`src/rtl/stream_mux_rr.sv`:
```
// stream_mux_rr: N-channel valid/ready stream mux, round-robin or fixed select, one register stage
module stream_mux_rr #(
   parameter int N_CH  = 16,
   parameter int WIDTH = 1,
   parameter int SEL_W = $clog2(N_CH)
) (
   input  logic                  clk,
   input  logic                  rst_n,
   input  logic [N_CH*WIDTH-1:0] In_Data,
   input  logic [N_CH-1:0]       In_Valid,
   output logic [N_CH-1:0]       In_Ready,
   input  logic                  Mode,
   input  logic [SEL_W-1:0]      Sel,
   output logic [WIDTH-1:0]      Out_Data,
   output logic [SEL_W-1:0]      Out_Sel,
   output logic                  Out_Valid,
   input  logic                  Out_Ready
);
   logic [SEL_W-1:0] last, rr_idx, idx;
   logic             rr_hit, fx_hit, hit, ld, go;
   always_comb begin
      rr_hit = 1'b0;
      rr_idx = '0;
      for (int i = N_CH; i >= 1; i--) begin
         if (In_Valid[(int'(last) + i) % N_CH]) begin
            rr_hit = 1'b1;
            rr_idx = SEL_W'((int'(last) + i) % N_CH);
         end
      end
   end
   // out-of-range Sel must never grant, so guard before indexing
   assign fx_hit   = (int'(Sel) < N_CH) ? In_Valid[Sel] : 1'b0;
   assign hit      = Mode ? fx_hit : rr_hit;
   assign idx      = Mode ? Sel : rr_idx;
   assign ld       = ~Out_Valid | Out_Ready;
   assign go       = ld & hit;
   assign In_Ready = (rst_n & go) ? N_CH'(1) << idx : '0;
   always_ff @(posedge clk or negedge rst_n) begin
      if (!rst_n) begin
         Out_Valid <= 1'b0;
         Out_Data  <= '0;
         Out_Sel   <= '0;
         last      <= SEL_W'(N_CH - 1);
      end else if (go) begin
         Out_Valid <= 1'b1;
         Out_Data  <= In_Data[idx*WIDTH +: WIDTH];
         Out_Sel   <= idx;
         if (!Mode) last <= idx;
      end else if (Out_Ready) begin
         Out_Valid <= 1'b0;
      end
   end
endmodule

```
`config.mk`:
```
export PLATFORM = sky130hd
export DESIGN_NAME = stream_mux_rr
export DESIGN_NICKNAME = d
export VERILOG_FILES = /design/src/rtl/stream_mux_rr.sv
export SDC_FILE = /design/constraint.sdc
export NUM_CORES = 1
export LEC_CHECK = 0
export BUFFER_PORTS_ARGS = -buffer_cell sky130_fd_sc_hd__buf_2
export CORE_ASPECT_RATIO = 0.9
export CORE_UTILIZATION = 46
export DETAILED_ROUTE_END_ITERATION = 8
export HOLD_SLACK_MARGIN = 0.03
export PLACE_DENSITY_LB_ADDON = 0.15
export SKIP_LAST_GASP = 1
export SYNTH_ARGS = -nofsm -noshare
export SYNTH_HDL_FRONTEND = slang
export SYNTH_SLANG_ARGS = --single-unit
```
`constraint.sdc`:
```
create_clock -name clk -period 9.9 [get_ports clk]
set_input_delay 1.98 -clock clk [delete_from_list [all_inputs] [get_ports clk]]
set_output_delay 1.98 -clock clk [all_outputs]
set_load 0.05 [all_outputs]
```
==> run metrics, run 1 <==
main area contributors after synthesis mux4_2, mux2i_1, mux2_2; Finished Cell Area between 4000 and 5000 um2; syn avg cell area 9.00 um2; count of cell types in the netlist 80; outcome finished, final reports clean; Worst-Margin Slew 817 ps; vias in the first global route 3444; Via density approximately 7; TritonCTS Sinks 10; arrival time worst endpoint around 5600 ps; Worst-Skew Late Latency 230 ps; most used cell, CP buf_2; Worst setup SP type primary input; Hold EP Out_Sel[1]$_DFFE_PN0N_; first-pass GRT wire length 20200 um; Yosys warning count 0; Slew Limit Fails 0; die height approximately 89 um; GR Overflow Total 0; core area 8110 um2; CP Cell Sequence buf_2, mux4_2, mux2i_1, mux2_2, or3_1, a31oi_1, o311ai_1, nand3_1, a31oi_2, nand2_1, nor2_1, buf_2; CTS resizes 0; Top FF cell, synth dfrtp_1; Critical Path Fanout Max 17; DR iter-0 viols between 400 and 500; critical path's slowest cell a31oi_2; share of layout cells above drive strength 1 0.315; syn_nets 476; Post-Syn Area 3860 um2; max_slew headroom 0.453; Register-to-Register Path Depth 13; reg2reg setup slack 4570 ps; Post-synth top cells mux2i_1, nand2_1, mux4_2; cts hold-fix bufs 0; slowest cell delay on critical path 670 ps; Crit. End Element output port; pin count of the biggest net entering global routing 52; register area share after synthesis 0.0661; num ports 62; hold path cells 2; gr usage total 0.300; synthesis-stage register bit count 10; Antenna Cells 0; clk_skew 0.469 ps; placed standard-cell area 4110 um2; Required @ worst endpoint 7920 ps; DRC errors left 0; clock buffer depth 2; CTS tree done; CP Class primary input to output port; NumNets Final a little over 500; share of the synthesized area in the top cell type 0.187; largest area contributor in the netlist mux4_2; class of the worst hold path register to register; fmax roughly 130 MHz; FP Rows 31; RSZ-0062 raised after global routing no; hold_sp Out_Sel[1]$_DFFE_PN0N_; ratio of final minimum period to clock period 0.763; CTS Buf Count 3; post-DP HPWL 10400 um; minimum clock period after layout 7550 ps; Post-Synthesis Cells 429; final wirelength 13200 um; fraction of registers with async set or reset after synthesis 1.00; GP Congestion 0.999; final antenna-violating net count 0; first drt pass iteration count 6; chip width approximately 99 um; DIE AREA slightly below 9000 um2; MaxCap Viol Count 0; initial core utilization 0.476; Port Buffer Count 61; Post-CTS Setup Bufs 0; Fin. Hold Viols 0; CTS root buf clkbuf_8; count leader, synth mux2i_1; EDFF count, synth 0; routed vias ~3900; post-route setup TNS 0 ps; Final setup viols 0; initial antenna violation count 0; drt wl/cell 23.3 um; H-tree levels 1; reg2reg start last[2]$_DFFE_PN1P_; worst r2r dst Out_Data$_DFFE_PN0N_; Layout area overhead 7.52%; clk slew on worst S/H paths around 50 ps
## through the flow
step	std cells	hold slack, ps	setup slack [ps]	util
after global placement	565	462	2470	0.507
after CTS	569	488	2440	0.512
after floorplan	429	757	2660	-
after detailed placement	565	478	2440	0.507
final	569	486	2350	0.512
after global routing	569	507	2150	0.512
## worst max-delay path: cells and delay by family
family,cells,cell delay (ps)
AND/OR/NAND/NOR,4,800
buffers and inverters,2,420
AO/OA/AOI/OAI,3,1090
multiplexers,3,1290
## cells by family after synthesis
| group | count (synthesis) | synth area share |
|---|---|---|
| AND/OR/NAND/NOR | 133 | 0.171 |
| multiplexers | 114 | 0.413 |
| AO/OA/AOI/OAI | 111 | 0.222 |
| buffers and inverters | 40 | 0.0671 |
| XOR/XNOR | 14 | 0.0376 |
| flip-flops | 10 | 0.0661 |
| adder cells (fa/ha/maj) | 7 | 0.0227 |
## cell type report
class | count | area, um2
Tap cell | 99 | 124
Sequential cell | 10 | 255
Fill cell | 748 | 3960
Clock buffer | 4 | 45.0
Inverter | 12 | 45.0
Timing Repair Buffer | 65 | 335
Multi-Input combinational cell | 379 | 3350
## state kept, by name, summed over array words and instances, names as in the netlist
name / flops
Out_Sel: 4
last: 4
Out_Valid: 1
Out_Data: 1
## metal layers
layer,share of wire,GRT usage,vias up
met4,0.017,0.0706,0
li1,-,-,1779
met3,0.096,0.0375,17
met2,0.44,0.456,238
met5,0,0,-
met1,0.45,0.453,1898
## layout by cell type, fill, tap and decap left out, types with 7 or more instances in the layout
cell,instances
nand2_1,39
xnor2_1,8
nor2_1,31
mux2_2,15
a21oi_1,13
buf_2,61
mux2_1,13
inv_1,11
mux4_2,32
nor3_1,15
nand3_1,12
ha_1,7
o21ai_0,18
a221oi_1,8
mux2i_1,51
## worst max path at each step
stage | slack (ps) | cells past startpoint | endpoint | start
6_report | 2350 | 12 | In_Ready[13] | In_Valid[1]
5_1_grt | 2150 | 13 | In_Ready[12] | last[2]$_DFFE_PN1P_
4_1_cts | 2440 | 13 | In_Ready[11] | In_Valid[1]
3_5_place_dp | 2440 | 13 | In_Ready[10] | In_Valid[1]
3_3_place_gp | 2470 | 13 | In_Ready[10] | In_Valid[1]
2_1_floorplan | 2660 | 9 | In_Ready[10] | In_Valid[9]
Power of run 1 is left out: the tool's default activity adds up to more than one toggle a clock period on the data nets, which glitch-free logic cannot reach.
==> run 2, diff against run 1 <==
==> constraint.sdc (replaced) <==
create_clock -name clk -period 7.32 [get_ports clk]
set_input_delay 1.464 -clock clk [delete_from_list [all_inputs] [get_ports clk]]
set_output_delay 1.464 -clock clk [all_outputs]
set_load 0.05 [all_outputs]
==> run 2 against run 1 <==
Setup slack got worse by 1700 ps. Sequential share of layout area fell by 0.055 points. Via count rose by 2.9%. Core utilization rose by 0.46 points. Critical path depth rose by 4. Clock-buffer cell count did not move. Die area did not move. Routed wire length fell by 1.5%. Non-clock buffer count rose by 5. Global-route usage fell by 0.39 points. Register-to-register slack got worse by 2400 ps. Largest cell class unchanged.
==> run metrics, run 2 (synthesis results as in run 1) <==
outcome finished, final reports clean (unchanged); Final setup viols 0 (unchanged); Place WS 932 ps (was 2440 ps); post-DP HPWL 10300 um (was 10400 um); minimum clock period after layout 6720 ps; Met2 Routed Length 5510 um (was 5810 um); final wirelength 13000 um (was 13200 um); FP Rows 31 (unchanged); GP Congestion 0.959 (was 0.999); most common cell after layout, fill and taps aside buf_2 (unchanged); arrival time worst endpoint 5250 ps (was 5570 ps); initial core utilization 0.476 (unchanged); fmax about 150 MHz; core area 8110 um2 (unchanged); post-route setup TNS 0 ps (unchanged); gr usage total 0.296 (was 0.300); Layout area overhead 8.49% (was 7.52%); max_slew headroom 0.408 (was 0.453); clock buffer depth 2 (unchanged); DIE AREA 8760 um2 (unchanged); met3 wire len 1450 um (was 1280 um); NumNets Final 523 (was 518); Final WS setup 602 ps (was 2350 ps); GR Overflow Total 0 (unchanged); clk slew on worst S/H paths 50 ps (about the same); Required @ worst endpoint 5860 ps (was 7920 ps); Worst-Skew Late Latency 230 ps (about the same); Via density 7.05 (was 6.91); num ports 62 (unchanged); top flop regs Out_Sel: 4 flops, last: 4 flops (unchanged); die height 88.9 um (unchanged); TritonCTS Sinks 10 (unchanged); Worst-Margin Slew 866 ps (was 817 ps); vias in the first global route 3466 (was 3444); uppermost routed layer met4 (unchanged); Slew Limit Fails 0 (unchanged); H-tree levels 1 (unchanged); routed vias 4047 (was 3932); ratio of final minimum period to clock period 0.918; CTS root buf clkbuf_8 (unchanged); RSZ-0062 raised after global routing no (unchanged); FILL cells 764 (was 748); Post-CTS Setup Bufs 0 (unchanged); DRC errors left 0 (unchanged); metal1 wirelength 5950 um (was 5930 um); CTS tree done (unchanged); most frequent cells in the layout buf_2, mux2i_1, nand2_1, mux4_2, nor2_1 (unchanged); Antenna Cells 0 (unchanged); first drt pass iteration count 6 (unchanged); drt wl/cell 22.7 um (was 23.3 um); first-pass GRT wire length 20100 um (was 20200 um); Crit. End Element output port (unchanged); class of the worst hold path register to register (unchanged); CTS Buf Count 3 (unchanged); cts hold-fix bufs 0 (unchanged); chip width 98.6 um (unchanged); pin count of the biggest net entering global routing 45 (was 52); CP Class register to output port (was primary input to output port); share of layout cells above drive strength 1 0.322 (was 0.315); initial antenna violation count 0 (unchanged); final antenna-violating net count 0 (unchanged); DR iter-0 viols 453 (was 414); clk_skew 3.76 ps (was 0.469 ps); Critical Path Fanout Max 22 (was 17); CTS resizes 0 (unchanged); Port Buffer Count 61 (unchanged); Worst setup SP type register (was primary input); Fin. Hold Viols 0 (unchanged); MaxCap Viol Count 0 (unchanged)
==> run 2: cell types whose count changed in the layout (fill, tap and decap cells not counted), sizes merged <==
cell	before	now
buf	65	70
==> run 2: critical path: stages (launching register included) <==
cell	delay [ps]
dfstp_2	870
inv_1	130
ha_1	470
buf_4	270
mux4_2	630
mux2i_1	300
mux2i_1	270
nor3_1	340
nand4b_1	180
o41ai_1	520
nand2b_1	190
buf_4	160
or2_2	150
nor2_1	40
nand2_1	150
nor3_1	70
buf_2	250
==> run 2: worst paths after layout <==
check,to,start,cells after the start,slack [ps]
worst max-delay path,In_Ready[10],last[1]$_DFFE_PN1P_,16,600
worst min-delay path,Out_Sel[1]$_DFFE_PN0N_,Out_Sel[1]$_DFFE_PN0N_,2,480
worst max register to register,Out_Data$_DFFE_PN0N_,last[1]$_DFFE_PN1P_,13,2140
max in group asynchronous,last[1]$_DFFE_PN1P_,rst_n,1,5980
worst min register to register,Out_Sel[1]$_DFFE_PN0N_,Out_Sel[1]$_DFFE_PN0N_,2,480
min in group asynchronous,Out_Sel[1]$_DFFE_PN0N_,rst_n,1,1080
==> run 2: area by class of cell <==
cell class	instances	area (um2)	area share
tap	99	124	0.0296
clock buffer	4	45.0	0.0108
timing repair buffer	70	373	0.0890
multi-input combinational	379	3350	0.799
sequential	10	255	0.0609
inverter	12	45.0	0.0108
==> run 2: through the flow <==
stage               std cells   util  area [um2]  hold WS (ps)
finish                    574  0.517        4190           484
global route              574  0.517        4190           497
CTS                       574  0.517        4190           487
detailed placement        570  0.511        4140           477
global placement          570  0.511        4140           470
floorplan                 429      -        3860           757
==> run 2: layer usage <==
metal / vias up / track usage
li1: 1788 / -
met1: 1972 / 0.459
met2: 272 / 0.435
met3: 15 / 0.0469
met4: 0 / 0.0488
met5: - / 0
Power of run 2 is left out for the same reason.
==> run 3, diff against run 2 <==
--- a/config.mk
+++ b/config.mk
@@ -6,7 +6,7 @@
 export NUM_CORES = 1
 export LEC_CHECK = 0
 export BUFFER_PORTS_ARGS = -buffer_cell sky130_fd_sc_hd__buf_2
-export CORE_ASPECT_RATIO = 0.9
+export CORE_ASPECT_RATIO = 0.8
 export CORE_UTILIZATION = 46
 export DETAILED_ROUTE_END_ITERATION = 8
 export HOLD_SLACK_MARGIN = 0.03
==> run 3 against run 2 <==
Non-clock buffer count rose by 2. Register-to-register slack better by 210 ps. Routed wire length decreased by 1.1%. Clock-buffer cell count is the same. Die area about the same. Critical path depth decreased by 3. Cell count up 1.9%. Sequential cell count unchanged. Maximum frequency rose by 2.7%. Via count hardly changed. Sequential share of layout area barely moved. Highest routed layer unchanged.
==> run metrics, run 3 (synthesis results as in run 1) <==
clk_skew 8.02 ps (was 3.76 ps); minimum clock period after layout 6540 ps (was 6720 ps); CTS root buf clkbuf_8 (unchanged); worst r2r dst Out_Data$_DFFE_PN0N_ (unchanged); Post-CTS Setup Bufs 0 (unchanged); first-pass GRT wire length 20400 um (was 20100 um); H-tree levels 1 (unchanged); outcome finished, final reports clean (unchanged); Critical Path Fanout Max 51 (was 22); RSZ-0062 raised after global routing no (unchanged); CTS Buf Count 3 (unchanged); clk slew on worst S/H paths 40 ps (was 50 ps); num ports 62 (unchanged); gr usage total 0.294 (was 0.296); die height 83.9 um (was 88.9 um); post-route setup TNS 0 ps (unchanged); top flop regs Out_Sel: 4 flops, last: 4 flops (unchanged); share of layout cells above drive strength 1 0.325 (was 0.322); DR iter-0 viols 546 (was 453); final core utilization 0.526 (was 0.517); initial antenna violation count 0 (unchanged); DRC errors left 0 (unchanged); chip width 104 um (was 98.6 um); most frequent cells in the layout buf_2, mux2i_1, nand2_1, mux4_2, nor2_1 (unchanged); Final setup viols 0 (unchanged); Register-to-Register Path Depth 14 (was 13); final wirelength 12900 um (was 13000 um); fmax 153 MHz (was 149 MHz); clock buffer depth 2 (unchanged); Required @ worst endpoint 5860 ps (about the same); most common cell after layout, fill and taps aside buf_2 (unchanged); drt wl/cell 22.1 um (was 22.7 um); post-DP HPWL 10200 um (was 10300 um); class of the worst hold path register to register (unchanged); cts hold-fix bufs 0 (unchanged); Layout area overhead 9.17% (was 8.49%); routed vias 4044 (was 4047); ratio of final minimum period to clock period 0.894 (was 0.918); NumNets Final 525 (was 523); Via density 6.91 (was 7.05); FP Rows 29 (was 31); Antenna Cells 0 (unchanged); pin count of the biggest net entering global routing 52 (was 45); reg2reg setup slack 2350 ps (was 2140 ps); Crit. End Element output port (unchanged); GP Congestion 0.951 (was 0.959); Worst-Margin Slew 843 ps (was 866 ps); max_slew headroom 0.438 (was 0.408); CTS resizes 0 (unchanged); DIE AREA 8770 um2 (was 8760 um2); CTS tree done (unchanged); TritonCTS Sinks 10 (unchanged); Fin. Hold Viols 0 (unchanged); final antenna-violating net count 0 (unchanged); MaxCap Viol Count 0 (unchanged); initial core utilization 0.482 (was 0.476); GR Overflow Total 0 (unchanged); Slew Limit Fails 0 (unchanged); Setup crit start last[0]$_DFFE_PN1P_ (was last[1]$_DFFE_PN1P_); vias in the first global route 3763 (was 3466); arrival time worst endpoint 5080 ps (was 5250 ps); reg2reg start last[0]$_DFFE_PN1P_ (was last[1]$_DFFE_PN1P_); core area 8020 um2 (was 8110 um2); Critical Path End In_Ready[2] (was In_Ready[10]); CP Class register to output port (unchanged); Port Buffer Count 61 (unchanged); Worst-Skew Late Latency 230 ps (about the same); Worst setup SP type register (unchanged); first drt pass iteration count 5 (was 6)
==> run 3: metal layers <==
| layer | share of wire | GRT usage |
|---|---|---|
| met1 | 0.44 | 0.454 |
| met2 | 0.41 | 0.419 |
| met3 | 0.12 | 0.0476 |
| met4 | 0.021 | 0.0688 |
| met5 | 0 | 0 |
==> run 3: layout make-up <==
class                   count  area, um2
inverters                  12       45.0
multi-input cells         379       3350
well taps                 108        135
repair buffers             72        388
fillers                   755       3800
clock buffers               4       45.0
flip-flops and latches     10        255
==> run 3: worst max-delay path: stages (launching register included) <==
cell and delay, ps:
dfstp_2 520, buf_4 580, ha_1 500, xor2_1 250
buf_4 240, mux2i_1 150, mux2i_1 620, nor3_1 140
o2111a_1 190, a211oi_2 370, o211ai_2 340, or3_4 510
nor3_2 120, buf_2 280
==> run 3: worst min-delay path by stage <==
| stage | start | endpoint | slack, ps | depth (start not counted) |
|---|---|---|---|---|
| detailed placement | Out_Sel[3]$_DFFE_PN0N_ | Out_Sel[3]$_DFFE_PN0N_ | 480 | 1 |
| CTS | Out_Sel[3]$_DFFE_PN0N_ | Out_Sel[3]$_DFFE_PN0N_ | 490 | 1 |
| global placement | Out_Sel[3]$_DFFE_PN0N_ | Out_Sel[3]$_DFFE_PN0N_ | 460 | 1 |
| global route | Out_Sel[1]$_DFFE_PN0N_ | Out_Sel[1]$_DFFE_PN0N_ | 520 | 2 |
| floorplan | Out_Sel[1]$_DFFE_PN0N_ | Out_Sel[1]$_DFFE_PN0N_ | 760 | 2 |
| finish | Out_Sel[3]$_DFFE_PN0N_ | Out_Sel[3]$_DFFE_PN0N_ | 490 | 1 |
==> run 3: through the flow <==
stage	area [um2]	cells	hold slack [ps]	worst slack [ps]
after floorplan	3860	429	757	903
after global placement	4170	581	456	1150
after detailed placement	4170	581	477	1080
after CTS	4220	585	487	923
after global routing	4220	585	524	505
final	4220	585	488	779
Power of run 3 is left out for the same reason.
